## src/rtl/multicycle_control_unit_if.sv

```systemverilog
// Control bundle between the instruction register / memory and the multicycle control FSM.
// Pure wiring, no latency; no flow control beyond mem_ready.
// master = control unit (drives selects/strobes), slave = datapath side.
interface multicycle_control_unit_if #(
  parameter int ALUCTL_W = 3
);
  logic [5:0]          Op;
  logic [5:0]          Funct;
  logic                mem_ready;
  logic                IorD;
  logic                MemWrite;
  logic                IRWrite;
  logic                RegDst;
  logic                MemtoReg;
  logic                RegWrite;
  logic                ALUSrcA;
  logic [1:0]          ALUSrcB;
  logic [ALUCTL_W-1:0] ALUControl;
  logic [1:0]          PCSrc;
  logic                Branch;
  logic                PCWrite;
  logic                illegal;
  logic [3:0]          state_o;

  modport master (
    input  Op, Funct, mem_ready,
    output IorD, MemWrite, IRWrite, RegDst, MemtoReg, RegWrite, ALUSrcA, ALUSrcB,
           ALUControl, PCSrc, Branch, PCWrite, illegal, state_o
  );

  modport slave (
    output Op, Funct, mem_ready,
    input  IorD, MemWrite, IRWrite, RegDst, MemtoReg, RegWrite, ALUSrcA, ALUSrcB,
           ALUControl, PCSrc, Branch, PCWrite, illegal, state_o
  );
endinterface

```

## src/rtl/multicycle_control_unit.sv

```systemverilog
// Moore control FSM for the multicycle MIPS datapath (fetch/decode/execute/writeback, mul/div wait, trap).
// Latency: beq/j 3, R/sw/addi 4, lw 5, mul/div 4+MULDIV_LAT cycles with memory always ready.
// Backpressure: FETCH, MEMRD and MEMWR hold their state and outputs while mem_ready is low.
module multicycle_control_unit #(
  parameter int ALUCTL_W      = 3,
  parameter int MULDIV_LAT    = 4,
  parameter int ENABLE_JUMP   = 1,
  parameter int ENABLE_MULDIV = 1
) (
  input  logic                           clk,
  input  logic                           rst_n,
  multicycle_control_unit_if.master      bus
);
  localparam logic [3:0] S_FETCH  = 4'd0,  S_DECODE = 4'd1,  S_MEMADR = 4'd2,  S_MEMRD  = 4'd3,
                         S_MEMWB  = 4'd4,  S_MEMWR  = 4'd5,  S_EXEC   = 4'd6,  S_ALUWB  = 4'd7,
                         S_BRANCH = 4'd8,  S_ADDIEX = 4'd9,  S_ADDIWB = 4'd10, S_JUMP   = 4'd11,
                         S_MDWAIT = 4'd12, S_TRAP   = 4'd13;

  localparam logic [5:0] OP_R = 6'b000000, OP_LW = 6'b100011, OP_SW = 6'b101011,
                         OP_BEQ = 6'b000100, OP_ADDI = 6'b001000, OP_J = 6'b000010;

  localparam logic [ALUCTL_W-1:0] ALU_AND = ALUCTL_W'(3'b000), ALU_OR  = ALUCTL_W'(3'b001),
                                  ALU_ADD = ALUCTL_W'(3'b010), ALU_MUL = ALUCTL_W'(3'b011),
                                  ALU_NOR = ALUCTL_W'(3'b100), ALU_DIV = ALUCTL_W'(3'b101),
                                  ALU_SUB = ALUCTL_W'(3'b110), ALU_SLT = ALUCTL_W'(3'b111);

  localparam int             CNT_W    = (MULDIV_LAT > 1) ? $clog2(MULDIV_LAT) : 1;
  localparam logic [CNT_W-1:0] CNT_LOAD = CNT_W'((MULDIV_LAT > 0) ? MULDIV_LAT - 1 : 0);

  logic [3:0]          state, next;
  logic [CNT_W-1:0]    md_cnt;
  logic                r_ok, r_md;
  logic [ALUCTL_W-1:0] r_alu;

  // Funct decode; anything unrecognised (or disabled) is flagged so DECODE traps instead of driving X
  always_comb begin
    r_ok  = 1'b1;
    r_md  = 1'b0;
    r_alu = ALU_ADD;
    case (bus.Funct)
      6'b100000: r_alu = ALU_ADD;
      6'b100010: r_alu = ALU_SUB;
      6'b100100: r_alu = ALU_AND;
      6'b100101: r_alu = ALU_OR;
      6'b100111: r_alu = ALU_NOR;
      6'b101010: r_alu = ALU_SLT;
      6'b011000: begin r_alu = ALU_MUL; r_md = 1'b1; r_ok = (ENABLE_MULDIV != 0); end
      6'b011010: begin r_alu = ALU_DIV; r_md = 1'b1; r_ok = (ENABLE_MULDIV != 0); end
      default:   r_ok = 1'b0;
    endcase
  end

  always_ff @(posedge clk or negedge rst_n) begin
    if (!rst_n) begin
      state  <= S_FETCH;
      md_cnt <= '0;
    end else begin
      state <= next;
      if (state == S_EXEC && next == S_MDWAIT)
        md_cnt <= CNT_LOAD;
      else if (state == S_MDWAIT && md_cnt != '0)
        md_cnt <= md_cnt - 1'b1;
    end
  end

  always_comb begin
    next = S_FETCH;
    case (state)
      S_FETCH:  next = bus.mem_ready ? S_DECODE : S_FETCH;
      S_DECODE: begin
        case (bus.Op)
          OP_R:         next = r_ok ? S_EXEC : S_TRAP;
          OP_LW, OP_SW: next = S_MEMADR;
          OP_BEQ:       next = S_BRANCH;
          OP_ADDI:      next = S_ADDIEX;
          OP_J:         next = (ENABLE_JUMP != 0) ? S_JUMP : S_TRAP;
          default:      next = S_TRAP;
        endcase
      end
      S_MEMADR: next = (bus.Op == OP_LW) ? S_MEMRD : S_MEMWR;
      S_MEMRD:  next = bus.mem_ready ? S_MEMWB : S_MEMRD;
      S_MEMWB:  next = S_FETCH;
      S_MEMWR:  next = bus.mem_ready ? S_FETCH : S_MEMWR;
      S_EXEC:   next = (r_md && MULDIV_LAT > 0) ? S_MDWAIT : S_ALUWB;
      S_MDWAIT: next = (md_cnt == '0) ? S_ALUWB : S_MDWAIT;
      S_ALUWB:  next = S_FETCH;
      S_BRANCH: next = S_FETCH;
      S_ADDIEX: next = S_ADDIWB;
      S_ADDIWB: next = S_FETCH;
      S_JUMP:   next = S_FETCH;
      S_TRAP:   next = S_TRAP;
      default:  next = S_FETCH;
    endcase
  end

  // Strobes are qualified by rst_n so they drop the instant reset asserts
  always_comb begin
    bus.IorD       = 1'b0;
    bus.MemWrite   = 1'b0;
    bus.IRWrite    = 1'b0;
    bus.RegDst     = 1'b0;
    bus.MemtoReg   = 1'b0;
    bus.RegWrite   = 1'b0;
    bus.ALUSrcA    = 1'b0;
    bus.ALUSrcB    = 2'b00;
    bus.ALUControl = ALU_AND;
    bus.PCSrc      = 2'b00;
    bus.Branch     = 1'b0;
    bus.PCWrite    = 1'b0;
    bus.illegal    = 1'b0;
    bus.state_o    = state;
    case (state)
      S_FETCH: begin
        bus.ALUSrcB    = 2'b01;
        bus.ALUControl = ALU_ADD;
        bus.IRWrite    = bus.mem_ready & rst_n;
        bus.PCWrite    = bus.mem_ready & rst_n;
      end
      S_DECODE: begin
        bus.ALUSrcB    = 2'b11;
        bus.ALUControl = ALU_ADD;
      end
      S_MEMADR, S_ADDIEX: begin
        bus.ALUSrcA    = 1'b1;
        bus.ALUSrcB    = 2'b10;
        bus.ALUControl = ALU_ADD;
      end
      S_MEMRD: bus.IorD = 1'b1;
      S_MEMWB: begin
        bus.MemtoReg = 1'b1;
        bus.RegWrite = rst_n;
      end
      S_MEMWR: begin
        bus.IorD     = 1'b1;
        bus.MemWrite = rst_n;
      end
      S_EXEC, S_MDWAIT: begin
        bus.ALUSrcA    = 1'b1;
        bus.ALUControl = r_alu;
      end
      S_ALUWB: begin
        bus.RegDst   = 1'b1;
        bus.RegWrite = rst_n;
      end
      S_BRANCH: begin
        bus.ALUSrcA    = 1'b1;
        bus.ALUControl = ALU_SUB;
        bus.PCSrc      = 2'b01;
        bus.Branch     = rst_n;
      end
      S_ADDIWB: bus.RegWrite = rst_n;
      S_JUMP: begin
        bus.PCSrc   = 2'b10;
        bus.PCWrite = rst_n;
      end
      S_TRAP:  bus.illegal = 1'b1;
      default: ;
    endcase
  end
endmodule

```

## src/flat_wrapper.sv

```systemverilog
// flat-port wrapper written by rule: the top's interface ports become plain ports
module multicycle_control_unit_flat 
#(
  parameter int ALUCTL_W      = 3,
  parameter int MULDIV_LAT    = 4,
  parameter int ENABLE_JUMP   = 1,
  parameter int ENABLE_MULDIV = 1
)
  (clk, rst_n, bus_Op, bus_Funct, bus_mem_ready, bus_IorD, bus_MemWrite, bus_IRWrite, bus_RegDst, bus_MemtoReg, bus_RegWrite, bus_ALUSrcA, bus_ALUSrcB, bus_ALUControl, bus_PCSrc, bus_Branch, bus_PCWrite, bus_illegal, bus_state_o);
  multicycle_control_unit_if #(.ALUCTL_W(ALUCTL_W)) bus_i ();
  input  logic clk;
  input  logic rst_n;
  input wire logic [$bits(bus_i.Op)-1:0] bus_Op;
  input wire logic [$bits(bus_i.Funct)-1:0] bus_Funct;
  input wire logic [$bits(bus_i.mem_ready)-1:0] bus_mem_ready;
  output wire logic [$bits(bus_i.IorD)-1:0] bus_IorD;
  output wire logic [$bits(bus_i.MemWrite)-1:0] bus_MemWrite;
  output wire logic [$bits(bus_i.IRWrite)-1:0] bus_IRWrite;
  output wire logic [$bits(bus_i.RegDst)-1:0] bus_RegDst;
  output wire logic [$bits(bus_i.MemtoReg)-1:0] bus_MemtoReg;
  output wire logic [$bits(bus_i.RegWrite)-1:0] bus_RegWrite;
  output wire logic [$bits(bus_i.ALUSrcA)-1:0] bus_ALUSrcA;
  output wire logic [$bits(bus_i.ALUSrcB)-1:0] bus_ALUSrcB;
  output wire logic [$bits(bus_i.ALUControl)-1:0] bus_ALUControl;
  output wire logic [$bits(bus_i.PCSrc)-1:0] bus_PCSrc;
  output wire logic [$bits(bus_i.Branch)-1:0] bus_Branch;
  output wire logic [$bits(bus_i.PCWrite)-1:0] bus_PCWrite;
  output wire logic [$bits(bus_i.illegal)-1:0] bus_illegal;
  output wire logic [$bits(bus_i.state_o)-1:0] bus_state_o;
  assign bus_i.Op = bus_Op;
  assign bus_i.Funct = bus_Funct;
  assign bus_i.mem_ready = bus_mem_ready;
  assign bus_IorD = bus_i.IorD;
  assign bus_MemWrite = bus_i.MemWrite;
  assign bus_IRWrite = bus_i.IRWrite;
  assign bus_RegDst = bus_i.RegDst;
  assign bus_MemtoReg = bus_i.MemtoReg;
  assign bus_RegWrite = bus_i.RegWrite;
  assign bus_ALUSrcA = bus_i.ALUSrcA;
  assign bus_ALUSrcB = bus_i.ALUSrcB;
  assign bus_ALUControl = bus_i.ALUControl;
  assign bus_PCSrc = bus_i.PCSrc;
  assign bus_Branch = bus_i.Branch;
  assign bus_PCWrite = bus_i.PCWrite;
  assign bus_illegal = bus_i.illegal;
  assign bus_state_o = bus_i.state_o;
  multicycle_control_unit #(.ALUCTL_W(ALUCTL_W), .MULDIV_LAT(MULDIV_LAT), .ENABLE_JUMP(ENABLE_JUMP), .ENABLE_MULDIV(ENABLE_MULDIV)) u_core (.clk(clk), .rst_n(rst_n), .bus(bus_i));
endmodule
```

## config.mk

```make
export PLATFORM = sky130hd
export DESIGN_NAME = multicycle_control_unit_flat
export DESIGN_NICKNAME = d
export VERILOG_FILES = /design/src/rtl/multicycle_control_unit_if.sv /design/src/rtl/multicycle_control_unit.sv /design/src/flat_wrapper.sv
export SDC_FILE = /design/constraint.sdc
export NUM_CORES = 1
export LEC_CHECK = 0
export CORE_UTILIZATION = 35
export DETAILED_ROUTE_END_ITERATION = 8
export GPL_TIMING_DRIVEN = 0
export PLACE_DENSITY = 0.7
export RECOVER_POWER = 100
export SYNTH_ARGS = -nofsm -noshare
export SYNTH_HDL_FRONTEND = slang
export SYNTH_SLANG_ARGS = --single-unit
```

## constraint.sdc

```tcl
create_clock -name clk -period 1.31 [get_ports clk]
set_input_delay 0.1965 -clock clk [delete_from_list [all_inputs] [get_ports clk]]
set_output_delay 0.1965 -clock clk [all_outputs]
set_load 0.01 [all_outputs]
```

==> results.md <==
* Status: finished, violations left
* Failing checks: negative setup slack
* Worst-margin pin slew at 566.7 ps
* Mapped Nets at 141
* Number of synthesized flops with an enable pin at 0
* Slew HR at 0.6124
* ANT cells at 0
* CP max-delay cell: dfrtp_1
* CTS Sinks at 6
* Final WS setup at -600.0 ps
* Final Slew Violations at 0
* Worst hold path type: in -> reg
* Routed len/inst at 19.69 um
* Fillers at 134
* Avg Cell Area, Syn at 6.997 sq um
* Die Y at 51.99 um
* Initial antenna violation count at 0
* Layout area overhead at 114.2%
* Design area at 0.001873 sq mm
* DP HPWL at 2.208 mm
* Tmin final at 1910 ps
* Final setup viols at 23
* WP data arrival at 1710 ps
* Remaining DRCs at 0
* Area leader, netlist: dfrtp_1
* Max cap viols at 0
* Worst-Skew Late Latency at 250 ps
* Vias in the first global route at 1122
* Yosys top cell area share at 0.1717
* FF+latch area at 153.9 sq um
* Max Fclk at 523.6 MHz
* Pwr/cell area at 2212 mW/mm^2
* CTS tree: yes
* Core area at 0.002276 sq mm
* Crit end category: output port
* Starting Density at 0.3843
* First-pass GRT wire length at 5.050 mm
* Pwr Total at 4143 uW
* Vias per cell at 6.068
* RSZ-0062 raised after global routing: true
* Yosys cell types at 50
* Final cell count without fillers at 222
* CP peak stage delay at 410 ps
* DR iter-0 viols at 53
* Placed insts at 187
* Reg clk slew, reported paths at 60 ps
* DR vias at 1347
* Crit-path cells: buf_6 -> inv_1 -> mux2i_1 -> a21oi_1 -> nor2_1 -> buf_2
* Final Cycle Share at 1.458
* Dpl ws at -1042 ps
* Area of the mapped netlist at 874.6 sq um
* Row cnt at 17
* Total track usage at 0.2480
* Clk buf depth at 2
* Maximum VDD drop at 1702 uV
* Crit-path max FO at 7
* Die W at 51.99 um
* Remaining global-route overflow at 0
* Flops & latches, synth at 6
* Ys flop type: dfrtp_1
* Multi-input gate area at 948.4 sq um
* ANT nets after route at 0
* Root buffer cell: clkbuf_4
* Critical path class: reg -> out
* Top post-synthesis cells by area: dfrtp_1 17%, nor3_1 6.3%, o211ai_1 6.0%
* Global placer's final weighted congestion at 0.8025
* Startpoint Class: flip-flop
* Top-level I/O count at 36
* Placement Cell Area at 0.001370 sq mm
* H-Tree Depth at 1
* Req. time, crit path at 1110 ps
* Share of cells above drive strength 1 at 0.5155
* Die area at 0.002703 sq mm
* Async set or reset register ratio after synthesis at 1.000
* Clock Skew at 12.09 ps
* Largest net degree at the start of global routing at 11
* I/O Buffers at 34
* Leakage Power at 0.0008039 uW
* Nets at 211
* Seq/Total Area, Yosys at 0.1717
* Post-Synthesis Cells at 125
* Final Hold Fails at 0
* Synth Warn # at 0
* Initial DRT Pass Iterations at 4
* Final wirelength at 4.371 mm
* Final core occ at 0.8230
* Number of CTS-inserted buffers at 3
flip-flops by register name (all words and copies together), names as in the netlist:
signal and flops:
u_core.md_cnt 2, u_core.bus.state_o 4
critical path: cells and delay by family, from the launching register on:
| kind | cells | cell delay (ps) |
|---|---|---|
| buffers and inverters | 3 | 510 |
| flip-flops | 1 | 410 |
| multiplexers | 1 | 270 |
| AND/OR/NAND/NOR | 1 | 170 |
| AO/OA/AOI/OAI | 1 | 110 |
where the power goes:
part / internal [uW] / switching, uW
clock network: 116 / 81.5
registers: 286 / 99.0
logic: 1800 / 1760
total: 2210 / 1940
cells by family (layout without fill, tap and decap cells):
family / after synthesis / count (layout) / synth area share
buffers and inverters: 15 / 84 / 0.06723
AND/OR/NAND/NOR: 59 / 59 / 0.3763
AO/OA/AOI/OAI: 39 / 39 / 0.3191
flip-flops: 6 / 6 / 0.1717
multiplexers: 1 / 1 / 0.01145
adder cells (fa/ha/maj): 1 / 1 / 0.01430
XOR/XNOR: 4 / 4 / 0.04006
timing repair:
action,4_1_cts,5_1_grt
endpoints found under the hold margin,6,0
endpoints found under the setup margin,27,24
setup buffers,12,18
hold buffers,1,0
cloned,0,2
pin swaps,13,16
gates resized for setup,102,44
per-stage QoR:
| stage | setup TNS (ps) | hold slack, ps |
|---|---|---|
| 3_3_place_gp | -11920 | 477.7 |
| 5_1_grt | -8944 | 433.8 |
| 3_5_place_dp | -12580 | 497.6 |
| 6_report | -8171 | 409.4 |
| 2_1_floorplan | -1194 | -99.09 |
| 4_1_cts | -7025 | 402.4 |
cells in the mapped netlist, drive strengths merged (2+ instances only):
library cell / instances
inv: 9
nor3: 11
nand3: 3
dfrtp: 6
and2: 3
nor4: 3
nand2: 10
o211ai: 7
a21oi: 5
xnor2: 3
clkbuf: 4
nand2b: 4
or4: 2
buf: 2
nor2: 10
nand3b: 2
nor2b: 2
o21ai: 7
placed cells by master, fill, tap and decap left out, drive strengths merged, types with 2 or more instances in the layout:
cell type,netlist,layout
inv,9,8
clkdlybuf4s15,0,3
nand3b,2,2
nand2b,4,4
nand3,3,3
nor3,11,11
o21ai,7,7
or4,2,2
o211ai,7,7
clkdlybuf4s50,0,6
dlygate4sd2,0,8
buf,2,48
a21oi,5,5
nor2,10,10
nand2,10,10
clkbuf,4,9
dfrtp,6,6
and2,3,3
nor4,3,3
nor2b,2,2
xnor2,3,3
cell type report:
class | instances | share of cell area
flip-flops and latches | 6 | 0.08216
well taps | 28 | 0.01870
plain buffers | 6 | 0.05010
inverters | 9 | 0.02405
repair buffers | 65 | 0.3046
multi-input cells | 104 | 0.5063
clock buffers | 4 | 0.01403
path summary, 6_finish.rpt:
kind / startpoint / to / slack [ps] / depth (start not counted)
max: u_core.bus.state_o[0] / bus_RegWrite / -600 / 6
min: bus_Op[1] / u_core.bus.state_o[1] / 410 / 3
max reg2reg: u_core.bus.state_o[3] / u_core.bus.state_o[0] / -470 / 6
min reg2reg: u_core.md_cnt[1] / u_core.md_cnt[1] / 530 / 2
max in group asynchronous: rst_n / u_core.bus.state_o[3] / 490 / 2
min in group asynchronous: rst_n / u_core.bus.state_o[0] / 550 / 2
per-layer routing:
| layer | global-route usage | vias to the layer above | wire [um] |
|---|---|---|---|
| li1 | - | 616 | - |
| met1 | 0.2913 | 628 | 1692 |
| met2 | 0.4829 | 95 | 2233 |
| met3 | 0.02924 | 8 | 370 |
| met4 | 0.02703 | 0 | 74 |
| met5 | 0 | - | 0 |
No activity file was read; power rests on OpenSTA's default activity.
